==> src/rtl/pr_if_id_fifo_pkg.sv <==
// -----------------------------------------------------------------------------
// pr_if_id_fifo_pkg
// Shared types and defaults for the IF/ID fetch queue.
//   IF_ID_XLEN        : default data width of pc / pc4 / instr
//   IF_ID_FIFO_DEPTH  : default number of queue entries (power of 2, >= 2)
//   if_id_entry_t     : one queue entry {pc, pc4, instr} at the default width
//   mk_entry()        : builds an entry from a pc and instruction word
// -----------------------------------------------------------------------------
package pr_if_id_fifo_pkg;

    localparam int IF_ID_XLEN       = 32;
    localparam int IF_ID_FIFO_DEPTH = 4;

    typedef struct packed {
        logic [IF_ID_XLEN-1:0] pc;
        logic [IF_ID_XLEN-1:0] pc4;
        logic [IF_ID_XLEN-1:0] instr;
    } if_id_entry_t;

    function automatic if_id_entry_t mk_entry(input logic [IF_ID_XLEN-1:0] pc,
                                              input logic [IF_ID_XLEN-1:0] instr);
        if_id_entry_t e;
        e.pc    = pc;
        e.pc4   = pc + IF_ID_XLEN'(4);
        e.instr = instr;
        return e;
    endfunction

endpackage

==> src/rtl/pr_if_id_fifo_if.sv <==
// -----------------------------------------------------------------------------
// pr_if_id_fifo_if
// Bundles the IF-side push bus, the ID-side head bus and the flush/stall
// controls of the fetch queue.
//   master : drives flush, stall and the IF fetch fields; observes ready,
//            head entry and occupancy
//   slave  : the queue itself (opposite directions)
// -----------------------------------------------------------------------------
interface pr_if_id_fifo_if
    import pr_if_id_fifo_pkg::*;
#(
    parameter int XLEN  = IF_ID_XLEN,
    parameter int DEPTH = IF_ID_FIFO_DEPTH
);
    localparam int CNT_W = $clog2(DEPTH + 1);

    logic             flush;
    logic             stall;
    logic [XLEN-1:0]  pc_if_i;
    logic [XLEN-1:0]  pc4_if_i;
    logic [XLEN-1:0]  instr_if_i;
    logic             instr_valid_if_i;
    logic             if_ready_o;
    logic [XLEN-1:0]  pc_id_o;
    logic [XLEN-1:0]  pc4_id_o;
    logic [XLEN-1:0]  instr_id_o;
    logic             instr_valid_id_o;
    logic [CNT_W-1:0] count_o;

    modport master (
        output flush, stall, pc_if_i, pc4_if_i, instr_if_i, instr_valid_if_i,
        input  if_ready_o, pc_id_o, pc4_id_o, instr_id_o, instr_valid_id_o, count_o
    );

    modport slave (
        input  flush, stall, pc_if_i, pc4_if_i, instr_if_i, instr_valid_if_i,
        output if_ready_o, pc_id_o, pc4_id_o, instr_id_o, instr_valid_id_o, count_o
    );

endinterface

==> src/rtl/pr_fifo_core.sv <==
// -----------------------------------------------------------------------------
// pr_fifo_core
// Generic in-order FIFO: entry storage, read/write pointers and occupancy.
//   clk, rst_n : clock, asynchronous active-low reset (pointers/count only)
//   clr_i      : synchronous clear of pointers and count (highest priority)
//   push_i     : write wdata_i at the write pointer (caller guarantees !full)
//   pop_i      : advance the read pointer (caller guarantees !empty)
//   rdata_o    : head entry (raw storage, unmasked)
//   count_o    : occupancy 0..DEPTH
//   full_o     : count == DEPTH
//   empty_o    : count == 0
// -----------------------------------------------------------------------------
module pr_fifo_core #(
    parameter  int WIDTH = 96,
    parameter  int DEPTH = 4,
    localparam int PTR_W = $clog2(DEPTH),
    localparam int CNT_W = $clog2(DEPTH + 1)
) (
    input  logic             clk,
    input  logic             rst_n,
    input  logic             clr_i,
    input  logic             push_i,
    input  logic             pop_i,
    input  logic [WIDTH-1:0] wdata_i,
    output logic [WIDTH-1:0] rdata_o,
    output logic [CNT_W-1:0] count_o,
    output logic             full_o,
    output logic             empty_o
);

    logic [WIDTH-1:0] mem_q [DEPTH];
    logic [PTR_W-1:0] wr_ptr_q, wr_ptr_d;
    logic [PTR_W-1:0] rd_ptr_q, rd_ptr_d;
    logic [CNT_W-1:0] count_q, count_d;

    always_comb begin
        wr_ptr_d = wr_ptr_q;
        rd_ptr_d = rd_ptr_q;
        count_d  = count_q;
        if (clr_i) begin
            wr_ptr_d = '0;
            rd_ptr_d = '0;
            count_d  = '0;
        end else begin
            // DEPTH is a power of two, so pointer overflow is the wrap.
            if (push_i) wr_ptr_d = wr_ptr_q + 1'b1;
            if (pop_i)  rd_ptr_d = rd_ptr_q + 1'b1;
            case ({push_i, pop_i})
                2'b10:   count_d = count_q + 1'b1;
                2'b01:   count_d = count_q - 1'b1;
                default: count_d = count_q;
            endcase
        end
    end

    always_ff @(posedge clk or negedge rst_n) begin
        if (!rst_n) begin
            wr_ptr_q <= '0;
            rd_ptr_q <= '0;
            count_q  <= '0;
        end else begin
            wr_ptr_q <= wr_ptr_d;
            rd_ptr_q <= rd_ptr_d;
            count_q  <= count_d;
        end
    end

    // Storage needs no reset: nothing is visible until count says so.
    always_ff @(posedge clk) begin
        if (push_i && !clr_i) mem_q[wr_ptr_q] <= wdata_i;
    end

    // Head is read asynchronously so a freshly pushed entry shows one edge
    // after the push, matching the old single-entry register timing.
    assign rdata_o = mem_q[rd_ptr_q];
    assign count_o = count_q;
    assign full_o  = (count_q == CNT_W'(DEPTH));
    assign empty_o = (count_q == '0);

endmodule

==> src/rtl/pr_if_id_fifo.sv <==
// -----------------------------------------------------------------------------
// pr_if_id_fifo
// DEPTH-entry in-order fetch queue between IF and ID holding {pc, pc4, instr}.
//   clk, rst_n : clock, asynchronous active-low reset
//   bus.flush  : drop every entry and any same-cycle push
//   bus.stall  : ID cannot accept; head entry is held
//   bus.*_if_i : IF fetch fields and valid; pushed when if_ready_o is high
//   bus.if_ready_o : queue not full (state only, independent of stall)
//   bus.*_id_o : head entry, forced to zero when the queue is empty
//   bus.count_o: occupancy 0..DEPTH
// -----------------------------------------------------------------------------
module pr_if_id_fifo
    import pr_if_id_fifo_pkg::*;
#(
    parameter  int XLEN  = IF_ID_XLEN,
    parameter  int DEPTH = IF_ID_FIFO_DEPTH,
    localparam int CNT_W = $clog2(DEPTH + 1)
) (
    input  logic              clk,
    input  logic              rst_n,
    pr_if_id_fifo_if.slave    bus
);

    localparam int EW = 3 * XLEN;

    logic             push;
    logic             pop;
    logic             full;
    logic             empty;
    logic [EW-1:0]    wdata;
    logic [EW-1:0]    rdata;
    logic [CNT_W-1:0] count;

    // Ready comes from the registered count only: a pop while full does not
    // open the door for a push in the same cycle.
    assign push  = bus.instr_valid_if_i & ~full & ~bus.flush;
    assign pop   = ~empty & ~bus.stall & ~bus.flush;
    assign wdata = {bus.pc_if_i, bus.pc4_if_i, bus.instr_if_i};

    pr_fifo_core #(
        .WIDTH (EW),
        .DEPTH (DEPTH)
    ) u_core (
        .clk     (clk),
        .rst_n   (rst_n),
        .clr_i   (bus.flush),
        .push_i  (push),
        .pop_i   (pop),
        .wdata_i (wdata),
        .rdata_o (rdata),
        .count_o (count),
        .full_o  (full),
        .empty_o (empty)
    );

    assign bus.if_ready_o       = ~full;
    assign bus.instr_valid_id_o = ~empty;
    assign bus.count_o          = count;

    // Mask so stale storage never leaks out of an empty queue.
    assign bus.pc_id_o    = empty ? '0 : rdata[EW-1 -: XLEN];
    assign bus.pc4_id_o   = empty ? '0 : rdata[2*XLEN-1 -: XLEN];
    assign bus.instr_id_o = empty ? '0 : rdata[XLEN-1:0];

endmodule

==> src/flat_wrapper.sv <==
// flat-port wrapper written by rule: the top's interface ports become plain ports
module pr_if_id_fifo_flat import pr_if_id_fifo_pkg::*;
#(
    parameter  int XLEN  = IF_ID_XLEN,
    parameter  int DEPTH = IF_ID_FIFO_DEPTH,
    localparam int CNT_W = $clog2(DEPTH + 1)
)
  (clk, rst_n, bus_flush, bus_stall, bus_pc_if_i, bus_pc4_if_i, bus_instr_if_i, bus_instr_valid_if_i, bus_if_ready_o, bus_pc_id_o, bus_pc4_id_o, bus_instr_id_o, bus_instr_valid_id_o, bus_count_o);
  pr_if_id_fifo_if #(.XLEN(XLEN), .DEPTH(DEPTH)) bus_i ();
  input  logic clk;
  input  logic rst_n;
  input wire logic [$bits(bus_i.flush)-1:0] bus_flush;
  input wire logic [$bits(bus_i.stall)-1:0] bus_stall;
  input wire logic [$bits(bus_i.pc_if_i)-1:0] bus_pc_if_i;
  input wire logic [$bits(bus_i.pc4_if_i)-1:0] bus_pc4_if_i;
  input wire logic [$bits(bus_i.instr_if_i)-1:0] bus_instr_if_i;
  input wire logic [$bits(bus_i.instr_valid_if_i)-1:0] bus_instr_valid_if_i;
  output wire logic [$bits(bus_i.if_ready_o)-1:0] bus_if_ready_o;
  output wire logic [$bits(bus_i.pc_id_o)-1:0] bus_pc_id_o;
  output wire logic [$bits(bus_i.pc4_id_o)-1:0] bus_pc4_id_o;
  output wire logic [$bits(bus_i.instr_id_o)-1:0] bus_instr_id_o;
  output wire logic [$bits(bus_i.instr_valid_id_o)-1:0] bus_instr_valid_id_o;
  output wire logic [$bits(bus_i.count_o)-1:0] bus_count_o;
  assign bus_i.flush = bus_flush;
  assign bus_i.stall = bus_stall;
  assign bus_i.pc_if_i = bus_pc_if_i;
  assign bus_i.pc4_if_i = bus_pc4_if_i;
  assign bus_i.instr_if_i = bus_instr_if_i;
  assign bus_i.instr_valid_if_i = bus_instr_valid_if_i;
  assign bus_if_ready_o = bus_i.if_ready_o;
  assign bus_pc_id_o = bus_i.pc_id_o;
  assign bus_pc4_id_o = bus_i.pc4_id_o;
  assign bus_instr_id_o = bus_i.instr_id_o;
  assign bus_instr_valid_id_o = bus_i.instr_valid_id_o;
  assign bus_count_o = bus_i.count_o;
  pr_if_id_fifo #(.XLEN(XLEN), .DEPTH(DEPTH)) u_core (.clk(clk), .rst_n(rst_n), .bus(bus_i));
endmodule
==> config.mk <==
export PLATFORM = sky130hd
export DESIGN_NAME = pr_if_id_fifo_flat
export DESIGN_NICKNAME = d
export VERILOG_FILES = /design/src/rtl/pr_if_id_fifo_pkg.sv /design/src/rtl/pr_if_id_fifo_if.sv /design/src/rtl/pr_fifo_core.sv /design/src/rtl/pr_if_id_fifo.sv /design/src/flat_wrapper.sv
export SDC_FILE = /design/constraint.sdc
export NUM_CORES = 1
export LEC_CHECK = 0
export CORE_MARGIN = 5
export CORE_UTILIZATION = 59
export DETAILED_ROUTE_END_ITERATION = 8
export PLACE_DENSITY = 0.85
export SYNTH_ARGS = -nofsm -noshare
export SYNTH_HDL_FRONTEND = slang
export SYNTH_SLANG_ARGS = --single-unit
==> constraint.sdc <==
create_clock -name clk -period 8.55 [get_ports clk]
set_clock_uncertainty 0.05 [all_clocks]
set_input_delay 1.71 -clock clk [delete_from_list [all_inputs] [get_ports clk]]
set_output_delay 1.71 -clock clk [all_outputs]
set_load 0.03 [all_outputs]
==> impl_results.md <==
* Worst Hold Class: register to register
* # DRC at 0
* Cell Rows at between 50 and 60
* Final hold violations at 0
* DR iter-0 viols at 503
* Die height at ~170 um
* Commonest non-fill, non-tap cell in the layout: edfxtp_1
* Largest net degree at the start of global routing at just over 90
* Die X at between 150 and 200 um
* GRT Overall Usage at about a fifth
* Tcrit/Tclk final at between 60% and 70%
* Setup Buffers After CTS at 0
* CTS tree: done
* Reg-to-reg startpoint: u_core.u_core.count_o[0]
* Max Buffers Root-to-Sink at 3
* H-tree levels at 2
* R2R Setup Slk at between 5 and 6 ns
* HPWL Detailed at about 17000 um
* Total number of yosys warnings at 0
* Commonest non-fill, non-tap cells in the layout: 384 x edfxtp_1, 201 x clkdlybuf4s50_1, 96 x mux4_2, 96 x and2_1, 38 x clkbuf_16
* Relative slew slack at a little over two fifths
* WL/cell at about 23 um
* Final TNS setup at 0 ns
* Power Total at about 5.2 mW
* Worst-path clk slew at approximately 0.06 ns
* Crit start category: register
* Post-CTS sizing at 0
* CTS Sinks at 391
* Via count at ~7100
* Crit path launch: u_core.u_core.rd_ptr_q[1]
* Total global routing overflow at 0
* Pre-Repair DR Iteration Count at 5
* Lkg Pwr at roughly 5.8 nW
* First-pass GRT wire length at 44200 um
* Area contributors post-synth: edfxtp_1 77%, mux4_2 14%, and2_1 4.2%
* Initial Util at roughly three fifths
* Fmax at slightly below 0.2 GHz
* Syn_area_per_cell at approximately 22 um^2
* CP max FO at around 50
* Area delta synth->final at 22.8%
* Routed WL at approximately 29000 um
* Final ANT Viol Nets at 0
* FF-to-FF path depth at 9
* Worst slew pin tran at approximately 0.87 ns
* TritonCTS Buffers at 38
* Synth Cell Area at about 15000 um^2
* Area leader, netlist: edfxtp_1
* PwrDens at approximately 280 nW/um^2
* Buffers on Ports at between 200 and 250
* Number of synthesized register bits at about 390
* Worst skew pair latency at ~0.50 ns
* Number of global-route vias before repair at 7761
* Clock Root Buffer: clkbuf_16
* Required @ worst endpoint at between 6 and 7 ns
* GPL Wtd Cong at about 0.73
* Max-Cap Viols at 0
* Top cell type's share of synthesized area at 76.7%
* Hold buffers post-CTS at 0
* RSZ-0062 raised after global routing: no
* Fraction of layout cells with a size suffix above 1 at between 15 and 20%
* Min Tclk post-route at roughly 5 ns
* Worst Setup EP: bus_pc_id_o[22]
* Syn Nets at approximately 780
* Post-Syn Instances at 673
* Synth cell types at 36
* Initial antenna violation count at 1
* Sequential-to-total area share from yosys stat at 77.8%
* FF-to-FF End: u_core.u_core.count_o[2]
* WP data arrival at 3.39 ns
* Status: completed
* Final net count at around 1000
* Final Setup Violations at 0
* DR vias/cell at 5.70
* # fillers at around 1500
* Highest ir drop seen on vdd at roughly 0.00024 V
* Final Max Tran Viols at 0
* Worst setup EP type: output port
* I/O pin count at 202
* DIE AREA at between 20000 and 30000 um^2
* Critical path class: register to output port
* Total core area at between 20000 and 30000 um^2
-- worst min path at each step --
| stage | startpoint | endpoint | slack [ns] | cells past startpoint |
|---|---|---|---|---|
| final | u_core.u_core.wr_ptr_q[0] | u_core.u_core.wr_ptr_q[0] | 0.51 | 2 |
| after global routing | u_core.u_core.wr_ptr_q[0] | u_core.u_core.wr_ptr_q[0] | 0.55 | 2 |
| after CTS | u_core.u_core.wr_ptr_q[0] | u_core.u_core.wr_ptr_q[0] | 0.50 | 2 |
| after detailed placement | u_core.u_core.wr_ptr_q[0] | u_core.u_core.wr_ptr_q[0] | 0.49 | 2 |
| after global placement | u_core.u_core.wr_ptr_q[0] | u_core.u_core.wr_ptr_q[0] | 0.48 | 2 |
| after floorplan | u_core.u_core.wr_ptr_q[0] | u_core.u_core.wr_ptr_q[0] | 0.45 | 2 |
-- synthesized netlist by cell type --
| master | count |
|---|---|
| fa_1 | 1 |
| buf_8 | 1 |
| nor4b_1 | 1 |
| o21ai_0 | 2 |
| buf_2 | 15 |
| a2111oi_0 | 1 |
| a21oi_2 | 1 |
| a21o_1 | 2 |
| nor3b_1 | 1 |
| nor3_2 | 1 |
| clkbuf_1 | 16 |
| nor3_1 | 1 |
| a22o_1 | 1 |
| a311o_1 | 1 |
| dfrtp_1 | 7 |
| and2_1 | 100 |
| or3b_4 | 1 |
| nand2b_1 | 1 |
| ha_1 | 4 |
| inv_1 | 2 |
| or3_1 | 3 |
| nand3_1 | 1 |
| inv_2 | 1 |
| buf_12 | 1 |
| nor2_1 | 3 |
| buf_6 | 2 |
| xnor2_1 | 3 |
| and3_1 | 1 |
| nand2_1 | 7 |
| mux4_2 | 96 |
| and3b_1 | 1 |
| buf_4 | 1 |
| a32oi_1 | 1 |
| a21oi_1 | 6 |
| edfxtp_1 | 384 |
| nand3b_1 | 2 |
-- report_power, final --
group	internal (mW)	leakage (nW)	switching, mW
logic	0.651	1.71	0.821
clock network	0.857	0.545	0.650
registers	2.19	3.58	0.0478
total	3.70	5.83	1.52
-- registers in the layout, summed over array words and instances (netlist names) --
signal,count
u_core.u_core.wr_ptr_q,2
u_core.u_core.mem_q,384
u_core.u_core.count_o,3
u_core.u_core.rd_ptr_q,2
-- kinds of logic after synthesis --
logic type | after synthesis | synth area share [%]
buffers and inverters | 39 | 1.41
adder cells (fa/ha/maj) | 5 | 0.466
AND/OR/NAND/NOR | 124 | 5.09
AO/OA/AOI/OAI | 15 | 0.665
flip-flops | 391 | 77.8
XOR/XNOR | 3 | 0.175
multiplexers | 96 | 14.4
-- layout make-up --
class	count	area, um^2	area share, %
diodes	1	2.50	0.0135
clock buffers	52	1000	5.43
clock inverters	15	120	0.650
inverters	3	11.3	0.0610
multi-input cells	243	3130	17.0
flip-flops and latches	391	11700	63.4
well taps	330	413	2.24
repair buffers	209	2070	11.2
-- per-layer routing --
layer	GRT usage [%]	wire length, um	vias to the layer above
li1	-	-	3176
met1	26.5	11000	3637
met2	34.1	15000	233
met3	4.22	1880	48
met4	6.06	665	0
met5	0	0	-
-- stage by stage --
step | area (um^2) | hold WS, ns | util (%) | cells | setup WS, ns
global route | 18500 | 0.546 | 73.6 | 1244 | 3.29
finish | 18500 | 0.508 | 73.6 | 1244 | 3.40
CTS | 18500 | 0.505 | 73.5 | 1243 | 3.37
global placement | 17300 | 0.479 | 69.1 | 1176 | 3.92
floorplan | 15000 | 0.445 | - | 673 | 3.64
detailed placement | 17300 | 0.491 | 69.1 | 1176 | 3.90
-- critical path, stage by stage, from the launching register on --
cell             delay [ns]
dfrtp_4                0.89
buf_4                  0.69
mux4_2                 0.43
and2_1                 0.19
clkdlybuf4s50_1        0.59
(Power assumes the default switching activity.)
